--- config.mk ---
export PLATFORM = sky130hd
export DESIGN_NAME = seq_mult
export DESIGN_NICKNAME = d
export VERILOG_FILES = /design/src/rtl/mult_pkg.sv /design/src/rtl/seq_mult.sv
export SDC_FILE = /design/constraint.sdc
export NUM_CORES = 1
export LEC_CHECK = 0
export BUFFER_PORTS_ARGS = -buffer_cell sky130_fd_sc_hd__buf_4
export CORE_MARGIN = 4
export CORE_UTILIZATION = 55
export DETAILED_ROUTE_END_ITERATION = 8
export PLACE_DENSITY = 0.82
export SYNTH_ARGS = -nofsm -noshare
export SYNTH_HDL_FRONTEND = slang
export SYNTH_SLANG_ARGS = --single-unit
--- constraint.sdc ---
create_clock -name clk -period 3.2 [get_ports clk]
set_input_delay 0.64 -clock clk [delete_from_list [all_inputs] [get_ports clk]]
set_output_delay 0.64 -clock clk [all_outputs]
set_load 0.01 [all_outputs]
--- src/rtl/mult_pkg.sv ---
`default_nettype none
// ============================================================================
// Module      : mult_pkg
// Description : Shared definitions for the sequential multiplier: FSM state
//               encoding and the helper that sizes the iteration counter.
// Revision    : 1.0 - initial release
// ============================================================================
package mult_pkg;

  // Controller states. IDLE waits for a request, BUSY iterates the
  // shift-add datapath, DONE presents the finished product.
  typedef enum logic [1:0] {
    IDLE = 2'd0,
    BUSY = 2'd1,
    DONE = 2'd2
  } state_t;

  // The iteration counter must be able to hold the value WIDTH itself,
  // since that value is what ends the iteration phase.
  function automatic int cnt_width(input int w);
    return $clog2(w + 1);
  endfunction

endpackage : mult_pkg
`default_nettype wire

--- src/rtl/seq_mult.sv ---
`default_nettype none
// ============================================================================
// Module      : seq_mult
// Description : Sequential shift-add multiplier, one partial product per
//               clock. Signed operands are reduced to magnitudes when they
//               are latched, multiplied unsigned, and the result is negated
//               on completion when the operand signs differ.
// Revision    : 1.0 - initial release
//
// Parameters
//   WIDTH          operand width in bits (4..64)
//   SIGNED_DEFAULT reset value of the latched signed-mode flag
//
// Ports
//   clk          in   1        clock, rising edge
//   resetn       in   1        asynchronous active-low reset
//   mult_begin   in   1        level request; starts and holds an operation
//   mult_signed  in   1        1 = two's-complement operands
//   mult_op1     in   WIDTH    multiplicand
//   mult_op2     in   WIDTH    multiplier
//   product      out  2*WIDTH  registered result
//   mult_end     out  1        high while product holds a completed result
//   mult_busy    out  1        high while iterating
//
// Build option
//   SEQ_MULT_EARLY_EXIT_EN  when defined, iteration stops as soon as the
//                           remaining multiplier bits are all zero (at least
//                           one iteration is always performed). Results are
//                           identical; only latency changes.
// ============================================================================
module seq_mult
  import mult_pkg::*;
#(
  parameter int WIDTH          = 32,
  parameter bit SIGNED_DEFAULT = 1'b0
) (
  input  logic                 clk,
  input  logic                 resetn,
  input  logic                 mult_begin,
  input  logic                 mult_signed,
  input  logic [WIDTH-1:0]     mult_op1,
  input  logic [WIDTH-1:0]     mult_op2,
  output logic [2*WIDTH-1:0]   product,
  output logic                 mult_end,
  output logic                 mult_busy
);

  localparam int              CW       = cnt_width(WIDTH);
  localparam logic [CW-1:0]   CNT_LAST = CW'(WIDTH);
  localparam logic [WIDTH-1:0] OP_ONE  = WIDTH'(1);
  localparam logic [2*WIDTH-1:0] PROD_ONE = (2*WIDTH)'(1);

  // --------------------------------------------------------------------------
  // State
  // --------------------------------------------------------------------------
  state_t               state;
  state_t               next_state;

  logic [2*WIDTH-1:0]   mcand;        // multiplicand magnitude, shifted left each step
  logic [WIDTH-1:0]     mplier;       // remaining multiplier magnitude bits
  logic [2*WIDTH-1:0]   acc;          // running sum of partial products
  logic [CW-1:0]        cnt;          // iterations performed so far
  logic                 signed_flag;  // operand mode captured at latch
  logic                 sign_diff;    // operand sign bits differed at latch

  // --------------------------------------------------------------------------
  // Operand magnitudes. In signed mode a negative operand is negated; the
  // most-negative value negates to itself, which read as unsigned is exactly
  // 2^(WIDTH-1), so no extra bit is required.
  // --------------------------------------------------------------------------
  logic [WIDTH-1:0] op1_mag;
  logic [WIDTH-1:0] op2_mag;

  always_comb begin
    op1_mag = mult_op1;
    op2_mag = mult_op2;
    if (mult_signed && mult_op1[WIDTH-1]) begin
      op1_mag = ~mult_op1 + OP_ONE;
    end
    if (mult_signed && mult_op2[WIDTH-1]) begin
      op2_mag = ~mult_op2 + OP_ONE;
    end
  end

  // --------------------------------------------------------------------------
  // End-of-iteration condition
  // --------------------------------------------------------------------------
  logic iter_done;

`ifdef SEQ_MULT_EARLY_EXIT_EN
  // After at least one step, further steps with an all-zero multiplier
  // would add nothing, so finish immediately.
  always_comb begin
    iter_done = ((cnt != '0) && (mplier == '0)) || (cnt == CNT_LAST);
  end
`else
  always_comb begin
    iter_done = (cnt == CNT_LAST);
  end
`endif

  // --------------------------------------------------------------------------
  // Final result: magnitude product, negated when signs differed
  // --------------------------------------------------------------------------
  logic [2*WIDTH-1:0] acc_final;

  always_comb begin
    acc_final = acc;
    if (signed_flag && sign_diff) begin
      acc_final = ~acc + PROD_ONE;
    end
  end

  // --------------------------------------------------------------------------
  // FSM: state register
  // --------------------------------------------------------------------------
  always_ff @(posedge clk or negedge resetn) begin
    if (!resetn) begin
      state <= IDLE;
    end else begin
      state <= next_state;
    end
  end

  // --------------------------------------------------------------------------
  // FSM: next state. Dropping mult_begin takes priority in BUSY so that an
  // abort on the final iteration edge still leaves product untouched.
  // --------------------------------------------------------------------------
  always_comb begin
    next_state = state;
    case (state)
      IDLE: begin
        if (mult_begin) begin
          next_state = BUSY;
        end
      end
      BUSY: begin
        if (!mult_begin) begin
          next_state = IDLE;
        end else if (iter_done) begin
          next_state = DONE;
        end
      end
      DONE: begin
        // Leaving DONE only through IDLE with mult_begin low guarantees a
        // held request can never restart the multiplier.
        if (!mult_begin) begin
          next_state = IDLE;
        end
      end
      default: begin
        next_state = IDLE;
      end
    endcase
  end

  // --------------------------------------------------------------------------
  // Datapath
  // --------------------------------------------------------------------------
  always_ff @(posedge clk or negedge resetn) begin
    if (!resetn) begin
      mcand       <= '0;
      mplier      <= '0;
      acc         <= '0;
      cnt         <= '0;
      sign_diff   <= 1'b0;
      signed_flag <= SIGNED_DEFAULT;
      product     <= '0;
    end else begin
      case (state)
        IDLE: begin
          if (mult_begin) begin
            mcand       <= {{WIDTH{1'b0}}, op1_mag};
            mplier      <= op2_mag;
            acc         <= '0;
            cnt         <= '0;
            signed_flag <= mult_signed;
            sign_diff   <= mult_op1[WIDTH-1] ^ mult_op2[WIDTH-1];
          end
        end
        BUSY: begin
          if (mult_begin) begin
            if (iter_done) begin
              product <= acc_final;
            end else begin
              if (mplier[0]) begin
                acc <= acc + mcand;
              end
              mcand  <= mcand << 1;
              mplier <= mplier >> 1;
              cnt    <= cnt + 1'b1;
            end
          end
        end
        default: begin
          // DONE: hold everything; product stays until the next completion.
        end
      endcase
    end
  end

  // --------------------------------------------------------------------------
  // Status outputs, decoded straight from the state register
  // --------------------------------------------------------------------------
  always_comb begin
    mult_end  = (state == DONE);
    mult_busy = (state == BUSY);
  end

endmodule : seq_mult
`default_nettype wire

==> metrics.md <==
| Metric | Value |
|---|---|
| Die area | 30700 sq um |
| Crit-path max FO | 4 |
| FF-to-FF End | acc[60] |
| Sequential share of power | 37.8% |
| Post-DRT Antenna Nets | 0 |
| EDFF count, synth | 0 |
| Final Hold Violating Endpoints | 0 |
| Status | complete, but fails checks |
| Synth Net Count | 2045 |
| DRT Wirelength | 43.8 mm |
| Worst-margin pin slew | 0.840 ns |
| Final Cell Area | 18900 sq um |
| IO buf count | 133 |
| Antenna diode count | 0 |
| Max frequency | 309 MHz |
| Tot GR Track Use | 27.6% |
| DR vias/cell | 5.85 |
| CP max stage delay | 0.49 ns |
| Core footprint | 27300 sq um |
| Area growth, synth to finish | 23.0% |
| Critical Path Start Type | register |
| Worst path required time | 3.62 ns |
| Fin nets | 2280 |
| DR pass1 iterations | 5 |
| Crit path time final | 3.24 ns |
| Clock power frac | 33.2% |
| Post-Synthesis Cells | 1908 |
| Worst setup margin | -0.0362 ns |
| DP Wirelength | 33.2 mm |
| Clock Sinks | 234 |
| IO Pins | 134 |
| H-tree depth | 1 |
| Worst vdd ir | 0.000336 V |
| DRC violations left | 0 |
| Commonest non-fill, non-tap cell in the layout | nand2_1 |
| Worst setup EP type | register |
| Site Rows | 60 |
| Share of cells above drive strength 1 | 19.3% |
| Failing checks | negative setup slack |
| RR Startpoint | mcand[41] |
| Max_slew headroom | 43.5% |
| Vias in the first global route | 14102 |
| FF-to-FF path depth | 11 |
| Final core utilization | 69.5% |
| Sequential area share after synthesis | 38.0% |
| Switching Share | 32.2% |
| Clock slew at reported path FFs | 0.06 ns |
| CTS tree | done |
| Combinational fraction of design power | 29.0% |
| Unique masters post-synth | 74 |
| Min-Delay Endpoint | state[1] |
| Avg Cell Area, Syn | 8.07 sq um |
| Hold_sp | mult_begin |
| Async set or reset register ratio after synthesis | 100% |
| Max cap viols | 0 |
| DR iter-0 viols | 1372 |
| Setup TNS | -0.0362 ns |
| CP arrival | 3.66 ns |
| Internal | 5960 uW |
| Gp weighted congestion | 0.956 |
| Gr ovfl total | 0 |
| Initial antenna violation count | 0 |
| RSZ-0062 raised after global routing | true |
| Clk buf depth | 3 |
| Place WS | -0.274 ns |
| Clk Latency, worst-skew pair | 0.54 ns |
| Synth Register Bits | 234 |
| Synthesis Warnings | 0 |
| Placed cell area | 17800 sq um |
| Pwr/cell area | 464 nW/um^2 |
| Root Buffer | clkbuf_16 |
| Fin. max-slew vios | 0 |
| Worst-path cell chain | ha_1 -> buf_4 -> a21o_1 -> a21o_1 -> a21oi_1 -> o21ai_0 -> a221o_1 -> a21oi_1 -> a211oi_2 -> or3_1 -> a32o_1 |
| Final critical-path share of the clock period | 101% |
| Hold Path Class | in -> reg |
| Leak pwr | 0.00899 uW |
| TritonCTS Buffers | 26 |
| Worst hold slack | 0.343 ns |
| First-pass GRT wire length | 71.0 mm |
| Critical path class | reg -> reg |
| Vias post-DR | 14814 |
| Largest net degree at the start of global routing | 129 |
| Commonest non-fill, non-tap cells in the layout | 342 x nand2_1, 298 x buf_4, 239 x o21ai_0 |
| Final setup fails | 1 |
| Slowest CP cell | a21oi_1 |
| Psw | 2830 uW |
| Clock skew | 0.0141 ns |
| Starting density of the core | 56.5% |
| DIE HEIGHT | 175 microns |
| Top FF cell, synth | dfrtp_1 |
| Avg WL per Cell | 17.3 microns |
| Mapped Area | 15400 sq um |
| Flop2flop setup slack | -0.04 ns |
| Hold Path Depth | 3 |
| Die extent in x | 175 microns |
metrics by stage:
stage	power [uW]	std cells
6_report	8790	2534
3_5_place_dp	5740	2475
4_1_cts	8670	2523
2_1_floorplan	4810	1908
3_3_place_gp	5670	2475
5_1_grt	9220	2534
power groups by stage:
| stage | clock network [uW] | registers (uW) | logic (uW) |
|---|---|---|---|
| 5_1_grt | 3080 | 3340 | 2790 |
| 3_5_place_dp | 0 | 3360 | 2380 |
| 6_report | 2920 | 3320 | 2550 |
| 2_1_floorplan | 0 | 3330 | 1480 |
| 4_1_cts | 2960 | 3310 | 2400 |
| 3_3_place_gp | 0 | 3350 | 2320 |
worst max-delay path: cells and delay by family (launching register included):
| kind | cells | cell delay [ns] |
|---|---|---|
| AND/OR/NAND/NOR | 1 | 0.36 |
| adder cells (fa/ha/maj) | 1 | 0.32 |
| flip-flops | 1 | 0.41 |
| buffers and inverters | 1 | 0.16 |
| AO/OA/AOI/OAI | 8 | 1.87 |
synthesized netlist by cell type (all sizes together) (5+ instances only):
cell,instances,area (sq um)
and3,13,83.8
nor4,25,156
clkbuf,85,319
a211oi,7,52.6
and2,9,57.6
o21ai,254,1270
buf,14,57.6
a21o,46,347
ha,68,851
o21a,5,37.5
nand2b,6,37.5
or4,8,68.8
nor2b,8,50.1
o41ai,12,120
a31oi,15,93.8
inv,34,128
nand3,57,290
nor3,34,209
nor2,139,527
or3,18,114
a21oi,185,926
nand4,22,153
o21bai,15,113
or2,6,37.5
dfrtp,234,5860
xor2,88,771
a22o,5,43.8
nand2,342,1280
o31ai,14,105
xnor2,87,762
a21boi,6,45.1
area by class of cell:
class	count	area [sq um]
fillers	2241	8310
repair buffers	306	2360
multi-input cells	1541	9280
well taps	372	465
flip-flops and latches	234	5860
clock inverters	9	52.6
inverters	34	130
clock buffers	38	787
metal layers:
metal / wire length [microns] / vias up / GRT usage [%]
li1: - / 7206 / -
met1: 20400 / 6961 / 41.1
met2: 18900 / 577 / 42.6
met3: 3710 / 70 / 4.74
met4: 812 / 0 / 6.19
met5: 0 / - / 0
registers in the layout (all words and copies together) (netlist names):
| signal | flops |
|---|---|
| acc | 64 |
| cnt | 6 |
| mcand | 64 |
| mplier | 32 |
| product | 64 |
| sign_diff | 1 |
| signed_flag | 1 |
| state | 2 |
worst max path at each step:
stage,slack [ns],to,depth (start not counted),start
final,-0.04,acc[60],11,mcand[41]
after global routing,-0.19,acc[63],12,acc[13]
after CTS,0.006,product[59],10,acc[24]
after detailed placement,-0.27,acc[62],13,mcand[0]
after global placement,-0.19,acc[62],13,mcand[0]
after floorplan,0.04,acc[62],13,acc[0]
what timing repair did:
action / 4_1_cts / 5_1_grt
hold buffers: 1 / 0
hold endpoints to repair: 34 / 0
pin swaps: 1 / 27
setup buffers: 0 / 12
endpoints found under the setup margin: 12 / 29
resized for setup: 9 / 49
logic make-up (layout without fill, tap and decap cells):
family / count (synthesis) / count (layout) / synth area share [%]
mux: 3 / 3 / 0.211
buf+inv: 133 / 387 / 3.28
simple gates: 703 / 703 / 20.8
compound gates: 591 / 591 / 22.1
flops: 234 / 234 / 38.0
fa+ha+maj: 69 / 69 / 5.66
xor+xnor: 175 / 175 / 9.96
(Power assumes the default switching activity.)
